**src/rtl/scoreboard_pkg.sv**
```systemverilog
// Shared definitions for the scoreboard blocks: timer states, BCD width
// and default game geometry used by the timer, score and shot-clock blocks.
package scoreboard_pkg;

    typedef enum logic [2:0] {
        TS_IDLE    = 3'd0,
        TS_RUNNING = 3'd1,
        TS_PAUSED  = 3'd2,
        TS_EXPIRED = 3'd3,
        TS_FINAL   = 3'd4
    } timer_state_t;

    localparam int BCD_W                = 4;
    localparam int DEFAULT_PERIOD_MIN   = 10;
    localparam int DEFAULT_NUM_QUARTERS = 4;
    localparam int DEFAULT_BUZZ_TICKS   = 2;

endpackage

```
**src/rtl/rise_detect.sv**
```systemverilog
// Rising-edge detector with an optional 2-flop synchronizer; BYPASS=1 is
// for inputs already in the local clock domain (single delay flop only).
module rise_detect #(
    parameter bit BYPASS = 1'b0
) (
    input  logic i_clk,
    input  logic i_reset_n,
    input  logic i_sig,
    output logic o_rise
);

    generate
        if (BYPASS) begin : g_bypass
            logic r_q;

            always_ff @(posedge i_clk) begin
                if (!i_reset_n) r_q <= 1'b0;
                else            r_q <= i_sig;
            end

            assign o_rise = i_sig & ~r_q;
        end else begin : g_sync
            logic r_s1;
            logic r_s2;
            logic r_q;

            always_ff @(posedge i_clk) begin
                if (!i_reset_n) begin
                    r_s1 <= 1'b0;
                    r_s2 <= 1'b0;
                    r_q  <= 1'b0;
                end else begin
                    r_s1 <= i_sig;
                    r_s2 <= r_s1;
                    r_q  <= r_s2;
                end
            end

            assign o_rise = r_s2 & ~r_q;
        end
    endgenerate

endmodule

```
**src/rtl/game_timer.sv**
```systemverilog
// Quarter game clock: counts PERIOD_MIN:00 down to 00:00 in BCD on each
// divider tick, tracks quarters, and drives buzzer / game-over flags.
module game_timer
    import scoreboard_pkg::*;
#(
    parameter int PERIOD_MIN   = DEFAULT_PERIOD_MIN,
    parameter int NUM_QUARTERS = DEFAULT_NUM_QUARTERS,
    parameter int BUZZ_TICKS   = DEFAULT_BUZZ_TICKS
) (
    input  logic             clock_in,
    input  logic             reset_n,
    input  logic             tick_in,
    input  logic             btn_start,
    input  logic             btn_next,
    output logic [BCD_W-1:0] min_tens,
    output logic [BCD_W-1:0] min_ones,
    output logic [BCD_W-1:0] sec_tens,
    output logic [BCD_W-1:0] sec_ones,
    output logic [2:0]       quarter,
    output logic             running,
    output logic             buzzer,
    output logic             game_over
);

    localparam int               CW      = $clog2(BUZZ_TICKS + 1);
    localparam logic [BCD_W-1:0] LOAD_MT = BCD_W'(PERIOD_MIN / 10);
    localparam logic [BCD_W-1:0] LOAD_MO = BCD_W'(PERIOD_MIN % 10);
    localparam logic [2:0]       LAST_Q  = 3'(NUM_QUARTERS);
    localparam logic [CW-1:0]    BUZZ_N  = CW'(BUZZ_TICKS);

    timer_state_t     r_state;
    logic [BCD_W-1:0] r_minTens, r_minOnes, r_secTens, r_secOnes;
    logic [2:0]       r_quarter;
    logic             r_running, r_buzzer, r_gameOver;
    logic [CW-1:0]    r_buzzCnt;

    timer_state_t     w_nextState;
    logic [BCD_W-1:0] w_minTens, w_minOnes, w_secTens, w_secOnes;
    logic [BCD_W-1:0] w_decMt, w_decMo, w_decSt, w_decSo;
    logic [2:0]       w_quarter;
    logic             w_buzzer;
    logic [CW-1:0]    w_buzzCnt;
    logic             w_tickRise, w_startRise, w_nextRise;
    logic             w_isZero, w_decZero;

    rise_detect #(.BYPASS(1'b1)) u_tick (
        .i_clk(clock_in), .i_reset_n(reset_n), .i_sig(tick_in), .o_rise(w_tickRise)
    );

    rise_detect #(.BYPASS(1'b0)) u_start (
        .i_clk(clock_in), .i_reset_n(reset_n), .i_sig(btn_start), .o_rise(w_startRise)
    );

    rise_detect #(.BYPASS(1'b0)) u_next (
        .i_clk(clock_in), .i_reset_n(reset_n), .i_sig(btn_next), .o_rise(w_nextRise)
    );

    assign w_isZero  = ({r_minTens, r_minOnes, r_secTens, r_secOnes} == '0);
    assign w_decZero = ({w_decMt, w_decMo, w_decSt, w_decSo} == '0);

    // One-second BCD decrement with borrow rippling through all four digits.
    always_comb begin
        w_decMt = r_minTens;
        w_decMo = r_minOnes;
        w_decSt = r_secTens;
        w_decSo = r_secOnes;
        if (r_secOnes != 4'd0) begin
            w_decSo = r_secOnes - 4'd1;
        end else begin
            w_decSo = 4'd9;
            if (r_secTens != 4'd0) begin
                w_decSt = r_secTens - 4'd1;
            end else begin
                w_decSt = 4'd5;
                if (r_minOnes != 4'd0) begin
                    w_decMo = r_minOnes - 4'd1;
                end else begin
                    w_decMo = 4'd9;
                    w_decMt = r_minTens - 4'd1;
                end
            end
        end
    end

    always_comb begin
        w_nextState = r_state;
        w_minTens   = r_minTens;
        w_minOnes   = r_minOnes;
        w_secTens   = r_secTens;
        w_secOnes   = r_secOnes;
        w_quarter   = r_quarter;
        w_buzzer    = r_buzzer;
        w_buzzCnt   = r_buzzCnt;

        case (r_state)
            TS_IDLE: begin
                if (w_startRise) w_nextState = TS_RUNNING;
            end
            TS_RUNNING: begin
                // Expiry on the decrementing tick outranks a simultaneous pause.
                if (w_tickRise && !w_isZero) begin
                    w_minTens = w_decMt;
                    w_minOnes = w_decMo;
                    w_secTens = w_decSt;
                    w_secOnes = w_decSo;
                end
                if (w_tickRise && !w_isZero && w_decZero) begin
                    w_nextState = TS_EXPIRED;
                    w_buzzer    = 1'b1;
                    w_buzzCnt   = '0;
                end else if (w_startRise) begin
                    w_nextState = TS_PAUSED;
                end
            end
            TS_PAUSED: begin
                if (w_startRise) w_nextState = TS_RUNNING;
            end
            TS_EXPIRED: begin
                if (w_nextRise) begin
                    w_buzzer  = 1'b0;
                    w_buzzCnt = '0;
                    if (r_quarter < LAST_Q) begin
                        w_nextState = TS_IDLE;
                        w_quarter   = r_quarter + 3'd1;
                        w_minTens   = LOAD_MT;
                        w_minOnes   = LOAD_MO;
                        w_secTens   = 4'd0;
                        w_secOnes   = 4'd0;
                    end else begin
                        w_nextState = TS_FINAL;
                    end
                end else if (w_tickRise && r_buzzer) begin
                    if (r_buzzCnt + CW'(1) == BUZZ_N) begin
                        w_buzzer  = 1'b0;
                        w_buzzCnt = '0;
                    end else begin
                        w_buzzCnt = r_buzzCnt + CW'(1);
                    end
                end
            end
            TS_FINAL: begin
                if (w_tickRise && r_buzzer) begin
                    if (r_buzzCnt + CW'(1) == BUZZ_N) begin
                        w_buzzer  = 1'b0;
                        w_buzzCnt = '0;
                    end else begin
                        w_buzzCnt = r_buzzCnt + CW'(1);
                    end
                end
            end
            default: w_nextState = TS_IDLE;
        endcase
    end

    always_ff @(posedge clock_in) begin
        if (!reset_n) begin
            r_state    <= TS_IDLE;
            r_minTens  <= LOAD_MT;
            r_minOnes  <= LOAD_MO;
            r_secTens  <= 4'd0;
            r_secOnes  <= 4'd0;
            r_quarter  <= 3'd1;
            r_running  <= 1'b0;
            r_buzzer   <= 1'b0;
            r_gameOver <= 1'b0;
            r_buzzCnt  <= '0;
        end else begin
            r_state    <= w_nextState;
            r_minTens  <= w_minTens;
            r_minOnes  <= w_minOnes;
            r_secTens  <= w_secTens;
            r_secOnes  <= w_secOnes;
            r_quarter  <= w_quarter;
            r_running  <= (w_nextState == TS_RUNNING);
            r_buzzer   <= w_buzzer;
            r_gameOver <= (w_nextState == TS_FINAL);
            r_buzzCnt  <= w_buzzCnt;
        end
    end

    assign min_tens  = r_minTens;
    assign min_ones  = r_minOnes;
    assign sec_tens  = r_secTens;
    assign sec_ones  = r_secOnes;
    assign quarter   = r_quarter;
    assign running   = r_running;
    assign buzzer    = r_buzzer;
    assign game_over = r_gameOver;

endmodule
```
**config.mk**
```make
export PLATFORM = sky130hd
export DESIGN_NAME = game_timer
export DESIGN_NICKNAME = d
export VERILOG_FILES = /design/src/rtl/scoreboard_pkg.sv /design/src/rtl/rise_detect.sv /design/src/rtl/game_timer.sv
export SDC_FILE = /design/constraint.sdc
export NUM_CORES = 1
export LEC_CHECK = 0
export CAP_MARGIN = 40
export CORE_MARGIN = 2
export CORE_UTILIZATION = 40
export CTS_CLUSTER_SIZE = 40
export DETAILED_ROUTE_END_ITERATION = 6
export DONT_BUFFER_PORTS = 1
export HOLD_SLACK_MARGIN = 0.15
export PLACE_DENSITY = 0.65
export SETUP_SLACK_MARGIN = 0.5
export SLEW_MARGIN = 0
export SYNTH_ARGS = -nofsm -noshare
export SYNTH_HDL_FRONTEND = slang
export SYNTH_HIERARCHICAL = 1
export SYNTH_SLANG_ARGS = --single-unit
```
**constraint.sdc**
```tcl
create_clock -name clock_in -period 1.8 [get_ports clock_in]
set_clock_uncertainty 0.15 [all_clocks]
set_input_delay 0.27 -clock clock_in [delete_from_list [all_inputs] [get_ports clock_in]]
set_output_delay 0.27 -clock clock_in [all_outputs]
set_load 0.005 [all_outputs]
```
# == Yosys cells after proc, flatten, opt, wreduce, memory -nomap -nowiden ==
# Index checks and enable logic that the tools add are counted.
# word_totals
in_bits,5
elab_cells,94
output_inout_bits,22
ff_bits,34
# classes
bitwise_logic,6
mux,37
n_eq_ne,11
order_cmp,1
reduce_logical,16
add_sub_neg,6
# ops
cell,count
$mux W4,17
$logic_not A16 Y1,2
$pmux W4 S2,4
$sub A4 B1 Y4 const B,4
$mux W3,5
$pmux W3 S4,1
$reduce_bool A4 Y1,3
$mux W2,4
$eq A3 B1 Y1 const B,2
$eq A3 B2 Y1 const B,2
$eq A3 B3 Y1 const B,2
$ne A2 B2 Y1 const B,3
$pmux W2 S3,1
$mux W1,4
$reduce_and A4 Y1,1
$add A3 B1 Y3 const B,1
$and A1 B1 Y1,3
$logic_and A1 B1 Y1,3
$logic_not A3 Y1,1
$lt A3 B3 Y1 const B,1
$not A1 Y1,3
$pmux W1 S3,1
$reduce_and A3 Y1,1
$reduce_bool A3 Y1,1
other kinds (7),7

# == Logic depth before layout (Yosys ltp) ==
# depth
depth_word,9
depth_mapped,8
ltp_nobuf,7

# == Cells and area by module ==
# Netlist, hierarchy kept.
# modules_own_cells
mod,area_per_inst_um2,n_inst,cells_per_inst,seq_area_each_um2
game_timer,1430.1,1,171,540.5
rise_detect (u_next ...),92.6,2,7,60.1
rise_detect (u_tick),40.0,1,3,20.0

# == Worst setup path after synthesis ==
# Ideal clock, no wire load.
# synth_path
kind,register -> register
startpoint,register r_secOnes[3] (netlist: sec_ones[3])
endpoint,register r_buzzCnt[0]
stages_incl_launch_ff,6
slack_ns,-0.084
path_buffers,0
required_time_ns,1.521
arrival_time_ns,1.605
period_less_slack_ns,1.884
setup_time_ns,0.129
path_cell_list,dfxtp_1 > nor4_2 > nand4_1 > xnor2_2 > nor4_4 > o21ai_1
# synth_between
elab_chain_len,6
word_cells_on_any_way,13
cone_classes,1 x add/sub; 1 x eq/ne; 4 x mux; 7 x reduce/logical
# synth_rtl
element,line,text
start: declaration,game_timer.sv:32,"logic [BCD_W-1:0] r_minTens, r_minOnes, r_secTens, r_secOnes;"
start signal: assignment,game_timer.sv:172,r_secOnes <= w_secOnes;
"$sub A4 B1 Y4, or another cell as far along",game_timer.sv:68,w_decSo = r_secOnes - 4'd1;
$mux W4 / $logic_not A1 Y1 (equally long branches),"game_timer.sv:67, game_timer.sv:107",
$logic_not A16 Y1 / $logic_and A1 B1 Y1 (equally long branches),"game_timer.sv:59, game_timer.sv:107",
$logic_and A1 B1 Y1 (*),game_timer.sv:107,if (w_tickRise && !w_isZero && w_decZero) begin
$ne A2 B2 Y1 (no line) (*),-,
$reduce_and A2 Y1 (no line) (*),-,
end signal: assignment,game_timer.sv:177,r_buzzCnt <= w_buzzCnt;
end: declaration,game_timer.sv:35,logic [CW-1:0] r_buzzCnt;
# Mark *: on every way between the ends. The rest lies on a longest branch, timed or not.
# A chain may end at the register's enable or synchronous reset.

# == Final worst setup path ==
# layout_path
startpoint,register r_minOnes[2] (netlist: min_ones[2])
endpoint,register r_secTens[0] (netlist: sec_tens[0])
# layout_between
elab_chain_len,5
# layout_rtl
element,line,text
start: declaration,game_timer.sv:32,
start signal: assignment,game_timer.sv:170,r_minOnes <= w_minOnes;
$logic_not A16 Y1,game_timer.sv:58,"assign w_isZero = ({r_minTens, r_minOnes, r_secTens, r_secOnes} == '0);"
$logic_not A1 Y1,game_timer.sv:101,if (w_tickRise && !w_isZero) begin
$logic_and A1 B1 Y1,game_timer.sv:101,
$ne A2 B2 Y1 (no line),-,
$reduce_and A4 Y1 (no line),-,
end signal: assignment,game_timer.sv:171,r_secTens <= w_secTens;
end: declaration,game_timer.sv:32,
# Every way passes these cells.

==> results.json <==
{
  "status": "finished, violations left",
  "violations": "negative hold slack, negative setup slack",
  "period_share_pct": 106,
  "vdd_drop_max_mv": 0.451,
  "drt_iter0_markers": 130,
  "synth_area_leaders": "dfxtp_1, nor2_1, nand2_1, and2_1, a21oi_1",
  "cts_tree": "done",
  "grt_pass1_wl_um": 7160,
  "synthAdderAreaFrac_pct": 2.27,
  "hpwl_um": 3020,
  "dp_cells": 258,
  "vias": 1718,
  "synth_top_family_by_area": "simple AND/OR/NAND/NOR gates",
  "h-tree-depth": 2,
  "die_area_um2": 4670,
  "cpLargestDelayFamily": "simple AND/OR/NAND/NOR gates",
  "fin_ws_ps": -104,
  "fmax_mhz": 525,
  "critPathMaxFanout": 7,
  "p_per_area_nw_per_um2": 722,
  "crit_buf_inv": 1,
  "avgSynthCellArea_um2": 8.80,
  "gp_congestion": 0.847,
  "drtAntennaViolNets": 0,
  "ctsHoldBuffers": 8,
  "yosys.area_share.simple_pct": 32.4,
  "wl_per_cell_um": 17.1,
  "drv_slew": 0,
  "relSlewSlack_pct": 72.2,
  "first_pass_iters": 4,
  "worst_ep_required_time_ps": 1830,
  "finalSetupViolCount": 18,
  "insertedDiodeCount": 0,
  "pre_cts_ws_ps": -55.6,
  "crit_arrival_ps": 1940,
  "syn-num-nets": 196,
  "critPathKind": "reg -> reg",
  "wl_met1_um": 1950,
  "async_flop_share_pct": 0,
  "synthFlopType": "dfxtp_1",
  "top_layer": "met4",
  "synth-compound-area-share_pct": 19.0,
  "cap_violations": 0,
  "ys_seq_area_share_pct": 41.1,
  "leakage_nw": 0.999,
  "io_pins": 27,
  "nets": 248,
  "path_cells": "nor4_4 > buf_4 > and4_4 > a21o_1 > nor2_1 > o221a_1",
  "fillCellCount": 315,
  "rsz0062_at_grt": "true",
  "antenna_found_initial": 0,
  "syn_to_final_growth_pct": 51.2,
  "drive_gt1_share_pct": 48.1,
  "overflow": 0,
  "path_clk_slew_ps": 70,
  "yosysWarningCount": 6,
  "rows": 23,
  "clockBufferDepth": 2,
  "grt_max_degree": 30,
  "clock_sinks": 34,
  "first_global_vias": 1589,
  "cp-end-kind": "flop",
  "synthCells": 188,
  "start_util_pct": 41.4,
  "fp.dieW_um": 68.3,
  "startpoint_type": "flop",
  "route.met2.wl_um": 2520,
  "drc": 0,
  "worstMarginPinSlew_ps": 416,
  "slowest_delay_ps": 340,
  "yosysTopAreaCell": "dfxtp_1",
  "hold_class": "in -> reg",
  "wl_um": 4990,
  "yosysUniqueCellTypes": 45,
  "cpMaxStageDelayCell": "dfxtp_2",
  "coreArea_um2": 4000,
  "synthMuxAreaShare_pct": 0.605,
  "die_h_um": 68.3,
  "stdcell_count": 291,
  "grt_usage_pct": 21.0,
  "port_buffers": 0,
  "vias_per_cell": 5.90,
  "hold_viol": 9,
  "clkLatencyLatePin_ps": 290,
  "synth-seq-cells": 34,
  "synth_top_area_share_pct": 41.1,
  "numCtsBuffers": 5,
  "hold_slack_ps": -98.3,
  "period_needed_ps": 1900,
  "clockRootBuffer": "clkbuf_8",
  "synth_edf_count": 0,
  "syn_area_um2": 1660,
  "synth_xor_area_share_pct": 1.51,
  "wl_met3_um": 327
}
## through the flow
stage          setup TNS (ps)  hold WS, ps  utilization (%)  total power, mW  area [um2]
2_1_floorplan               0          242                -            0.888        1720
3_3_place_gp                0          188             48.5            0.913        1940
3_5_place_dp             -151          194             48.5            0.917        1940
4_1_cts                  -189         -112             58.4             1.80        2330
5_1_grt                 -2020         -102             62.6             1.88        2500
6_report                 -693        -98.3             62.6             1.81        2500
## power breakdown
part	internal, mW	total (mW)	switching [mW]
registers	0.761	0.772	0.0107
clock network	0.535	0.816	0.281
logic	0.111	0.221	0.110
## cells in the mapped netlist, types with 2 or more instances
cell / number
a21oi_1: 10
a31oi_1: 5
and2_1: 9
and3b_1: 2
buf_6: 2
clkbuf_1: 4
dfxtp_1: 34
ha_1: 3
inv_1: 4
nand2_1: 18
nand3_1: 7
nand3b_1: 2
nand4_1: 3
nand4b_1: 4
nor2_1: 23
nor2b_1: 2
nor2b_4: 3
nor3_1: 4
nor3b_1: 2
nor4_2: 3
o2111ai_1: 2
o211ai_1: 4
o21a_1: 3
o21ai_0: 5
o21ai_1: 6
o31a_1: 2
o31ai_1: 2
or4_1: 3
## final cells by class
type                    count  area (um2)  area share, %
clock buffers               7         108           4.30
clock inverters             1        30.0           1.20
inverters                   4        15.0          0.600
multi-input cells         145        1150           46.1
flip-flops and latches     34         716           28.6
well taps                  50        62.6           2.50
repair buffers             50         418           16.7
## repair_timing
item | in CTS | in global routing
endpoints found under the hold margin | 25 | 17
endpoints found under the setup margin | 24 | 27
pin swaps | 15 | 18
setup buffers | 11 | 5
cloned | 1 | 0
gates resized for setup | 22 | 31
## worst register-to-register path, stage by stage, from the launching register on
cell and delay (ps):
dfxtp_2 340, nor4_4 320, buf_4 170, and4_4 320, a21o_1 210, nor2_1 60, o221a_1 230
## cell families (layout without fill, tap and decap cells)
| group | after synthesis | count (layout) |
|---|---|---|
| buffers and inverters | 10 | 62 |
| muxes | 1 | 1 |
| AOI/OAI and AO/OA | 47 | 48 |
| and+or+nand+nor | 91 | 91 |
| adders and majority gates | 3 | 3 |
| xor gates and xnor gates | 2 | 2 |
| DFF | 34 | 34 |
## routing by layer
layer	track usage (%)	vias to the layer above
met5	0	-
met4	12.0	0
met3	6.74	23
met2	35.1	79
met1	23.4	822
li1	-	794
## worst paths after layout
| kind | startpoint | endpoint | slack (ps) | cells after the start |
|---|---|---|---|---|
| worst max-delay path | min_ones[2] | sec_tens[0] | -100 | 6 |
| worst min-delay path | reset_n | quarter[0] | -100 | 1 |
| worst max register to register | min_ones[2] | sec_tens[0] | -100 | 6 |
| worst min register to register | r_state[2] | running | 350 | 1 |
## registers in the layout (all words and copies together), names as in the netlist, 2 cells and up
signal,flops
min_ones,4
min_tens,4
quarter,3
r_buzzCnt,2
r_state,3
sec_ones,4
sec_tens,4
## cell usage in the layout (no fill, tap or decap), types with 5 or more instances in the layout
| cell | netlist | layout |
|---|---|---|
| and2_1 | 9 | 9 |
| nor4_4 | 1 | 5 |
| clkbuf_8 | 0 | 6 |
| buf_4 | 0 | 36 |
| dfxtp_2 | 0 | 13 |
| nand2_2 | 1 | 5 |
| nand2_1 | 18 | 12 |
| dlygate4sd3_1 | 0 | 8 |
| dfxtp_1 | 34 | 16 |
| nand3_1 | 7 | 6 |
| nor2_1 | 23 | 20 |
| dfxtp_4 | 0 | 5 |
| buf_6 | 2 | 6 |
No activity file was read; power rests on OpenSTA's default activity.
